`src/rtl/median_window_addr_gen_if.sv`:
```
// Window tap address channel from the scan controller to pixel memory.
// Valid/ready handshake; addr/tap/last_tap are held until accepted.
interface median_window_addr_gen_if #(
  parameter int ADDR_WIDTH = 18
);
  logic [ADDR_WIDTH-1:0] addr;
  logic [3:0]            tap;
  logic                  addr_valid;
  logic                  addr_ready;
  logic                  last_tap;

  modport master (
    output addr,
    output tap,
    output addr_valid,
    output last_tap,
    input  addr_ready
  );

  modport slave (
    input  addr,
    input  tap,
    input  addr_valid,
    input  last_tap,
    output addr_ready
  );
endinterface

```
`src/rtl/median_window_addr_gen.sv`:
```
// Raster scan controller issuing the nine 3x3 neighbourhood read addresses
// per output pixel, with edge replication, driving the row-base accumulator.
module median_window_addr_gen #(
  parameter int ADDR_WIDTH = 18,
  parameter int DIM_WIDTH  = 10
) (
  input  logic                  CLK,
  input  logic                  RST,
  input  logic                  start,
  input  logic [DIM_WIDTH-1:0]  width,
  input  logic [DIM_WIDTH-1:0]  height,
  input  logic [ADDR_WIDTH-1:0] row_based,
  output logic                  row_based_clear,
  output logic                  row_based_update,
  output logic                  busy,
  output logic                  frame_done,
  median_window_addr_gen_if.master mem
);

  typedef enum logic [2:0] {
    S_IDLE,
    S_CLEAR,
    S_EMIT,
    S_ROW_ADV,
    S_ROW_WAIT,
    S_DONE
  } state_t;

  state_t                state_q;
  logic [DIM_WIDTH-1:0]  x_q;
  logic [DIM_WIDTH-1:0]  y_q;
  logic [3:0]            tap_q;
  logic [ADDR_WIDTH-1:0] addr_q;
  logic                  addr_valid_q;
  logic                  last_tap_q;
  logic                  clear_q;
  logic                  update_q;
  logic                  busy_q;
  logic                  done_q;

  logic                  last_col;
  logic                  last_row;
  logic                  accept;

  assign last_col = (x_q == width - DIM_WIDTH'(1));
  assign last_row = (y_q == height - DIM_WIDTH'(1));
  assign accept   = addr_valid_q && mem.addr_ready;

  // Address of tap t of pixel (x, y), given the row base of row y.
  function automatic logic [ADDR_WIDTH-1:0] tap_addr(
    input logic [DIM_WIDTH-1:0]  x,
    input logic [DIM_WIDTH-1:0]  y,
    input logic [3:0]            t,
    input logic [ADDR_WIDTH-1:0] rb
  );
    logic [1:0]            dy_sel;
    logic [1:0]            dx_sel;
    logic [DIM_WIDTH-1:0]  xc;
    logic [ADDR_WIDTH-1:0] base;
    logic [ADDR_WIDTH-1:0] w_ext;
    w_ext = ADDR_WIDTH'(width);
    case (t)
      4'd0, 4'd1, 4'd2: dy_sel = 2'd0;
      4'd3, 4'd4, 4'd5: dy_sel = 2'd1;
      default:          dy_sel = 2'd2;
    endcase
    case (t)
      4'd0, 4'd3, 4'd6: dx_sel = 2'd0;
      4'd1, 4'd4, 4'd7: dx_sel = 2'd1;
      default:          dx_sel = 2'd2;
    endcase
    case (dx_sel)
      2'd0:    xc = (x == '0) ? x : x - DIM_WIDTH'(1);
      2'd1:    xc = x;
      default: xc = (x == width - DIM_WIDTH'(1)) ? x : x + DIM_WIDTH'(1);
    endcase
    case (dy_sel)
      2'd0:    base = (y != '0) ? rb - w_ext : rb;
      2'd1:    base = rb;
      default: base = (y != height - DIM_WIDTH'(1)) ? rb + w_ext : rb;
    endcase
    return base + ADDR_WIDTH'(xc);
  endfunction

  always_ff @(posedge CLK or posedge RST) begin
    if (RST) begin
      state_q      <= S_IDLE;
      x_q          <= '0;
      y_q          <= '0;
      tap_q        <= '0;
      addr_q       <= '0;
      addr_valid_q <= 1'b0;
      last_tap_q   <= 1'b0;
      clear_q      <= 1'b0;
      update_q     <= 1'b0;
      busy_q       <= 1'b0;
      done_q       <= 1'b0;
    end else begin
      clear_q  <= 1'b0;
      update_q <= 1'b0;
      done_q   <= 1'b0;
      case (state_q)
        S_IDLE: begin
          if (start) begin
            busy_q <= 1'b1;
            if (width == '0 || height == '0) begin
              state_q <= S_DONE;
              done_q  <= 1'b1;
            end else begin
              x_q     <= '0;
              y_q     <= '0;
              tap_q   <= '0;
              clear_q <= 1'b1;
              state_q <= S_CLEAR;
            end
          end
        end
        S_CLEAR: begin
          // The accumulator is being cleared this cycle, so row 0 has base 0.
          addr_q       <= tap_addr(x_q, y_q, 4'd0, '0);
          tap_q        <= '0;
          last_tap_q   <= 1'b0;
          addr_valid_q <= 1'b1;
          state_q      <= S_EMIT;
        end
        S_EMIT: begin
          if (accept) begin
            if (tap_q != 4'd8) begin
              tap_q      <= tap_q + 4'd1;
              last_tap_q <= (tap_q == 4'd7);
              addr_q     <= tap_addr(x_q, y_q, tap_q + 4'd1, row_based);
            end else if (!last_col) begin
              x_q        <= x_q + DIM_WIDTH'(1);
              tap_q      <= '0;
              last_tap_q <= 1'b0;
              addr_q     <= tap_addr(x_q + DIM_WIDTH'(1), y_q, 4'd0, row_based);
            end else begin
              addr_valid_q <= 1'b0;
              tap_q        <= '0;
              last_tap_q   <= 1'b0;
              addr_q       <= '0;
              if (!last_row) begin
                update_q <= 1'b1;
                state_q  <= S_ROW_ADV;
              end else begin
                done_q  <= 1'b1;
                state_q <= S_DONE;
              end
            end
          end
        end
        S_ROW_ADV: begin
          x_q     <= '0;
          y_q     <= y_q + DIM_WIDTH'(1);
          state_q <= S_ROW_WAIT;
        end
        S_ROW_WAIT: begin
          // row_based now reflects the update issued in ROW_ADV.
          addr_q       <= tap_addr(x_q, y_q, 4'd0, row_based);
          addr_valid_q <= 1'b1;
          state_q      <= S_EMIT;
        end
        S_DONE: begin
          busy_q  <= 1'b0;
          state_q <= S_IDLE;
        end
        default: begin
          state_q <= S_IDLE;
        end
      endcase
    end
  end

  assign mem.addr         = addr_q;
  assign mem.tap          = tap_q;
  assign mem.addr_valid   = addr_valid_q;
  assign mem.last_tap     = last_tap_q;
  assign row_based_clear  = clear_q;
  assign row_based_update = update_q;
  assign busy             = busy_q;
  assign frame_done       = done_q;

endmodule

```
`src/flat_wrapper.sv`:
```
// flat-port wrapper written by rule: the top's interface ports become plain ports
module median_window_addr_gen_flat 
#(
  parameter int ADDR_WIDTH = 18,
  parameter int DIM_WIDTH  = 10
)
  (CLK, RST, start, width, height, row_based, row_based_clear, row_based_update, busy, frame_done, mem_addr, mem_tap, mem_addr_valid, mem_last_tap, mem_addr_ready);
  median_window_addr_gen_if #(.ADDR_WIDTH(ADDR_WIDTH)) mem_i ();
  input  logic CLK;
  input  logic RST;
  input  logic start;
  input  logic [DIM_WIDTH-1:0] width;
  input  logic [DIM_WIDTH-1:0] height;
  input  logic [ADDR_WIDTH-1:0] row_based;
  output logic row_based_clear;
  output logic row_based_update;
  output logic busy;
  output logic frame_done;
  output wire logic [$bits(mem_i.addr)-1:0] mem_addr;
  output wire logic [$bits(mem_i.tap)-1:0] mem_tap;
  output wire logic [$bits(mem_i.addr_valid)-1:0] mem_addr_valid;
  output wire logic [$bits(mem_i.last_tap)-1:0] mem_last_tap;
  input wire logic [$bits(mem_i.addr_ready)-1:0] mem_addr_ready;
  assign mem_addr = mem_i.addr;
  assign mem_tap = mem_i.tap;
  assign mem_addr_valid = mem_i.addr_valid;
  assign mem_last_tap = mem_i.last_tap;
  assign mem_i.addr_ready = mem_addr_ready;
  median_window_addr_gen #(.ADDR_WIDTH(ADDR_WIDTH), .DIM_WIDTH(DIM_WIDTH)) u_core (.CLK(CLK), .RST(RST), .start(start), .width(width), .height(height), .row_based(row_based), .row_based_clear(row_based_clear), .row_based_update(row_based_update), .busy(busy), .frame_done(frame_done), .mem(mem_i));
endmodule
```
`config.mk`:
```
export PLATFORM = sky130hd
export DESIGN_NAME = median_window_addr_gen_flat
export DESIGN_NICKNAME = d
export VERILOG_FILES = /design/src/rtl/median_window_addr_gen_if.sv /design/src/rtl/median_window_addr_gen.sv /design/src/flat_wrapper.sv
export SDC_FILE = /design/constraint.sdc
export NUM_CORES = 1
export LEC_CHECK = 0
export CAP_MARGIN = 5
export CELL_PAD_IN_SITES_DETAIL_PLACEMENT = 1
export CELL_PAD_IN_SITES_GLOBAL_PLACEMENT = 2
export CORE_UTILIZATION = 31
export DETAILED_ROUTE_END_ITERATION = 10
export HOLD_SLACK_MARGIN = 0.02
export PLACE_DENSITY = 0.76
export RECOVER_POWER = 50
export SETUP_SLACK_MARGIN = 0.2
export SYNTH_ARGS = -nofsm -noshare
export SYNTH_HDL_FRONTEND = slang
export SYNTH_SLANG_ARGS = --single-unit
```
`constraint.sdc`:
```
create_clock -name CLK -period 4.2 [get_ports CLK]
set_input_delay 0.42 -clock CLK [delete_from_list [all_inputs] [get_ports CLK]]
set_output_delay 0.42 -clock CLK [all_outputs]
set_load 0.01 [all_outputs]
```
==> results of run 1 <==
-- cells by family after synthesis --
kind of cell | synth area share
and+or+nand+nor | 0.264
DFF | 0.166
adders and majority gates | 0.114
muxes | 0.0135
AOI/OAI and AO/OA | 0.265
buffers and inverters | 0.0477
xor gates and xnor gates | 0.130
-- repair_timing --
action,in CTS,in global routing
buffers inserted,41,10
hold buffers,0,0
pin swaps,96,68
endpoints found under the setup margin,17,15
gates resized for setup,165,64
-- synthesized netlist by cell type, types with 9 or more instances --
| cell | count |
|---|---|
| sky130_fd_sc_hd__nor2_1 | 115 |
| sky130_fd_sc_hd__nand3_1 | 30 |
| sky130_fd_sc_hd__clkbuf_1 | 34 |
| sky130_fd_sc_hd__nor2b_1 | 16 |
| sky130_fd_sc_hd__xnor2_1 | 63 |
| sky130_fd_sc_hd__and3_1 | 16 |
| sky130_fd_sc_hd__o31ai_1 | 14 |
| sky130_fd_sc_hd__xor2_1 | 50 |
| sky130_fd_sc_hd__nand2_1 | 100 |
| sky130_fd_sc_hd__nand4_1 | 23 |
| sky130_fd_sc_hd__inv_1 | 51 |
| sky130_fd_sc_hd__a21o_1 | 18 |
| sky130_fd_sc_hd__nand2b_1 | 14 |
| sky130_fd_sc_hd__a21oi_1 | 95 |
| sky130_fd_sc_hd__and2_1 | 15 |
| sky130_fd_sc_hd__a221oi_1 | 9 |
| sky130_fd_sc_hd__nor3_1 | 38 |
| sky130_fd_sc_hd__a211oi_1 | 15 |
| sky130_fd_sc_hd__o21ai_0 | 67 |
| sky130_fd_sc_hd__dfrtp_1 | 51 |
| sky130_fd_sc_hd__ha_1 | 62 |
| sky130_fd_sc_hd__or3_1 | 11 |
-- final cells by class --
type                    instances  area (sq um)
clock buffers                   6           139
clock inverters                 2          16.3
well taps                     324           405
multi-input cells             919          6990
inverters                      52           213
fillers                      2977         11700
repair buffers                446          3610
flip-flops and latches         51          1280
-- power by group --
group	internal (W)	switching, W
clock	0.000240	0.000225
combinational	0.00355	0.00376
sequential	0.000616	0.0000681
total	0.00441	0.00405
-- critical path, cell delays in order --
cell	delay (ns)
sky130_fd_sc_hd__clkdlybuf4s50_1	0.63
sky130_fd_sc_hd__xor2_1	0.35
sky130_fd_sc_hd__nor3_2	0.11
sky130_fd_sc_hd__a41oi_2	0.18
sky130_fd_sc_hd__nor4_2	0.07
sky130_fd_sc_hd__buf_4	0.15
sky130_fd_sc_hd__buf_6	0.11
sky130_fd_sc_hd__a31oi_4	0.21
sky130_fd_sc_hd__o21ai_4	0.11
sky130_fd_sc_hd__a221oi_4	0.36
sky130_fd_sc_hd__ha_1	0.29
sky130_fd_sc_hd__a21o_1	0.20
sky130_fd_sc_hd__a21oi_2	0.17
sky130_fd_sc_hd__nor2b_1	0.07
sky130_fd_sc_hd__o21ai_2	0.14
sky130_fd_sc_hd__a21oi_2	0.08
sky130_fd_sc_hd__nand4_1	0.09
sky130_fd_sc_hd__nand4b_1	0.19
sky130_fd_sc_hd__buf_4	0.22
sky130_fd_sc_hd__buf_6	0.11
sky130_fd_sc_hd__and4_1	0.19
sky130_fd_sc_hd__o31ai_2	0.20
sky130_fd_sc_hd__o21ai_1	0.11
-- metal layers --
layer / routed length [um] / GRT usage
met5: 0 / 0
met1: 15600 / 0.350
met3: 1450 / 0.0332
met2: 18800 / 0.513
met4: 1530 / 0.117
-- per-stage QoR --
step / hold slack [ns] / total power, W / setup TNS [ns] / utilization
3_5_place_dp: 0.491 / 0.00643 / -14.68 / 0.461
2_1_floorplan: 0.523 / 0.00373 / -1.13 / -
5_1_grt: 0.551 / 0.00892 / -4.58 / 0.519
6_report: 0.496 / 0.00846 / -2.88 / 0.519
4_1_cts: 0.508 / 0.00802 / -1.26 / 0.505
3_3_place_gp: 0.478 / 0.00628 / -12.86 / 0.461
-- registers in the layout, indices dropped and copies added, names as in the netlist --
name / cells
u_core.row_based_clear: 1
u_core.state_q: 3
u_core.mem.tap: 4
u_core.frame_done: 1
u_core.row_based_update: 1
u_core.x_q: 10
u_core.mem.addr_valid: 1
u_core.y_q: 10
u_core.mem.last_tap: 1
u_core.busy: 1
u_core.mem.addr: 18
-- path summary, 6_finish.rpt --
kind / cells after the start / endpoint / slack (ns) / startpoint
max: 23 / u_core.mem.addr[15] / -0.40 / width[8]
min: 2 / u_core.mem.addr[9] / 0.50 / u_core.mem.addr[9]
max reg2reg: 22 / u_core.mem.addr[15] / -0.25 / u_core.mem.tap[0]
min reg2reg: 2 / u_core.mem.addr[9] / 0.50 / u_core.mem.addr[9]
max in group asynchronous: 3 / u_core.mem.addr[11] / 1.54 / RST
min in group asynchronous: 2 / u_core.busy / 0.93 / RST
==> run summary, run 1 <==
Leading cell types in the layout, fill and taps excluded -> sky130_fd_sc_hd__buf_4 (351), sky130_fd_sc_hd__nor2_1 (109), sky130_fd_sc_hd__nand2_1 (96)
Type of the tightest min-delay check -> flop to flop
Most common library cell in the layout ignoring fill and taps -> sky130_fd_sc_hd__buf_4
Sequential-to-total area share from yosys stat -> 0.166
Setup Viol. Count Final -> 12
Floorplan die area -> 25500 sq um
ANT nets after route -> 0
Initial DRC Count -> 397
Post-Synthesis Net Count -> 1173
Setup WS pre-CTS -> -1.13 ns
Latest clock arrival within the worst-skew pair -> 0.32 ns
Synth area leaders -> sky130_fd_sc_hd__dfrtp_1 (17%), sky130_fd_sc_hd__ha_1 (10%), sky130_fd_sc_hd__xnor2_1 (7.2%)
ANT cells -> 0
Starting density of the core -> 0.316
Number of DRC violations after detailed routing -> 0
Number of antenna violations at the first check in global routing -> 0
Wire length of the first global-routing pass -> 58000 um
Synthesized cell area -> 7710 sq um
Setup Skew -> 0.0155 ns
Proportion of synthesized flip-flops having asynchronous set or reset -> 1.00
Yosys synthesis warning count -> 0
Synth-to-layout area growth -> 64.1%
Post-synthesis average cell area -> 7.25 sq um
Final critical-path setup slack -> -0.403 ns
Number of nets in the layout -> 1584
Leakage dissipation -> 5.72 nW
Share of cells above drive strength 1 -> 0.375
Post-Layout Cell Count -> 1800
Routed length per placed instance -> 20.8 um
Total count of hold-check failures in the final report -> 0
Pin slew with the least headroom to its limit -> 1.37 ns
Dpl cell area -> 11200 sq um
Total congestion overflow after global routing -> 0
Share of the synthesized area in the top cell type -> 0.166
Slew headroom -> 0.0888
Via density -> 5.53
Pwr Density -> 668 nW/um^2
Number of buffers created by CTS -> 5
Cell type with the largest total area after synthesis -> sky130_fd_sc_hd__dfrtp_1
Design Area, Final -> 12700 sq um
Outcome -> finished, violations left
Die extent in y -> 160 um
CP Launch Type -> primary input
Number of levels in the clock H-tree -> 2
Tmin final -> 4.60 ns
Final estimated routing congestion in global placement -> 0.948
Overall routed net length -> 37400 um
Maxcap violations -> 0
CTS tree -> done
Number of synthesized register bits -> 51
Worst-path maximum fanout -> 3
Critical Setup Path Class -> primary input to flop
Count of mapped cells out of synthesis -> 1064
Routed vias -> 9948
Clock transition at path regs -> 0.08 ns
Number of buffer cells added on primary ports -> 69
Overall die width -> 160 um
Length of the first detailed-routing pass in iterations -> 5
Setup repair after global routing missed its margin -> true
Max rail drop VDD -> 0.000510 V
Violations in the final reports -> setup timing
FMAX -> 217 MHz
CP Data Arrival Time -> 4.77 ns
Kind of end point of the critical path -> flop
Max Root-Sink Buffers -> 2
Number of library cell types mapped by synthesis -> 77
Via count of the first global-routing pass -> 10633
Period Utilization, post-route -> 1.10
Site Rows -> 57
Area of the core -> 24400 sq um
Data required time at the worst endpoint -> 4.37 ns
DP Wirelength -> 28400 um
Clock root buffer -> sky130_fd_sc_hd__clkbuf_16
Most used flip-flop cell after synthesis -> sky130_fd_sc_hd__dfrtp_1
Maximum number of pins on one net before global-route repair -> 33
Global-route usage over all layers -> 0.288
Final slew viol count -> 0
Number of enable flip-flop cells after synthesis -> 0
Num Clock Sinks -> 51
Number of ports placed on the die boundary -> 70
Number of cells after detailed placement -> 1741
Note: power is estimated with default switching activity, not from simulation.
==> inputs of run 2 (changes only) <==
CAP_MARGIN = not set   (was 5)
==> results of run 2 <==
Same layout as run 1: the final DEF is identical, and so are final timing and power.
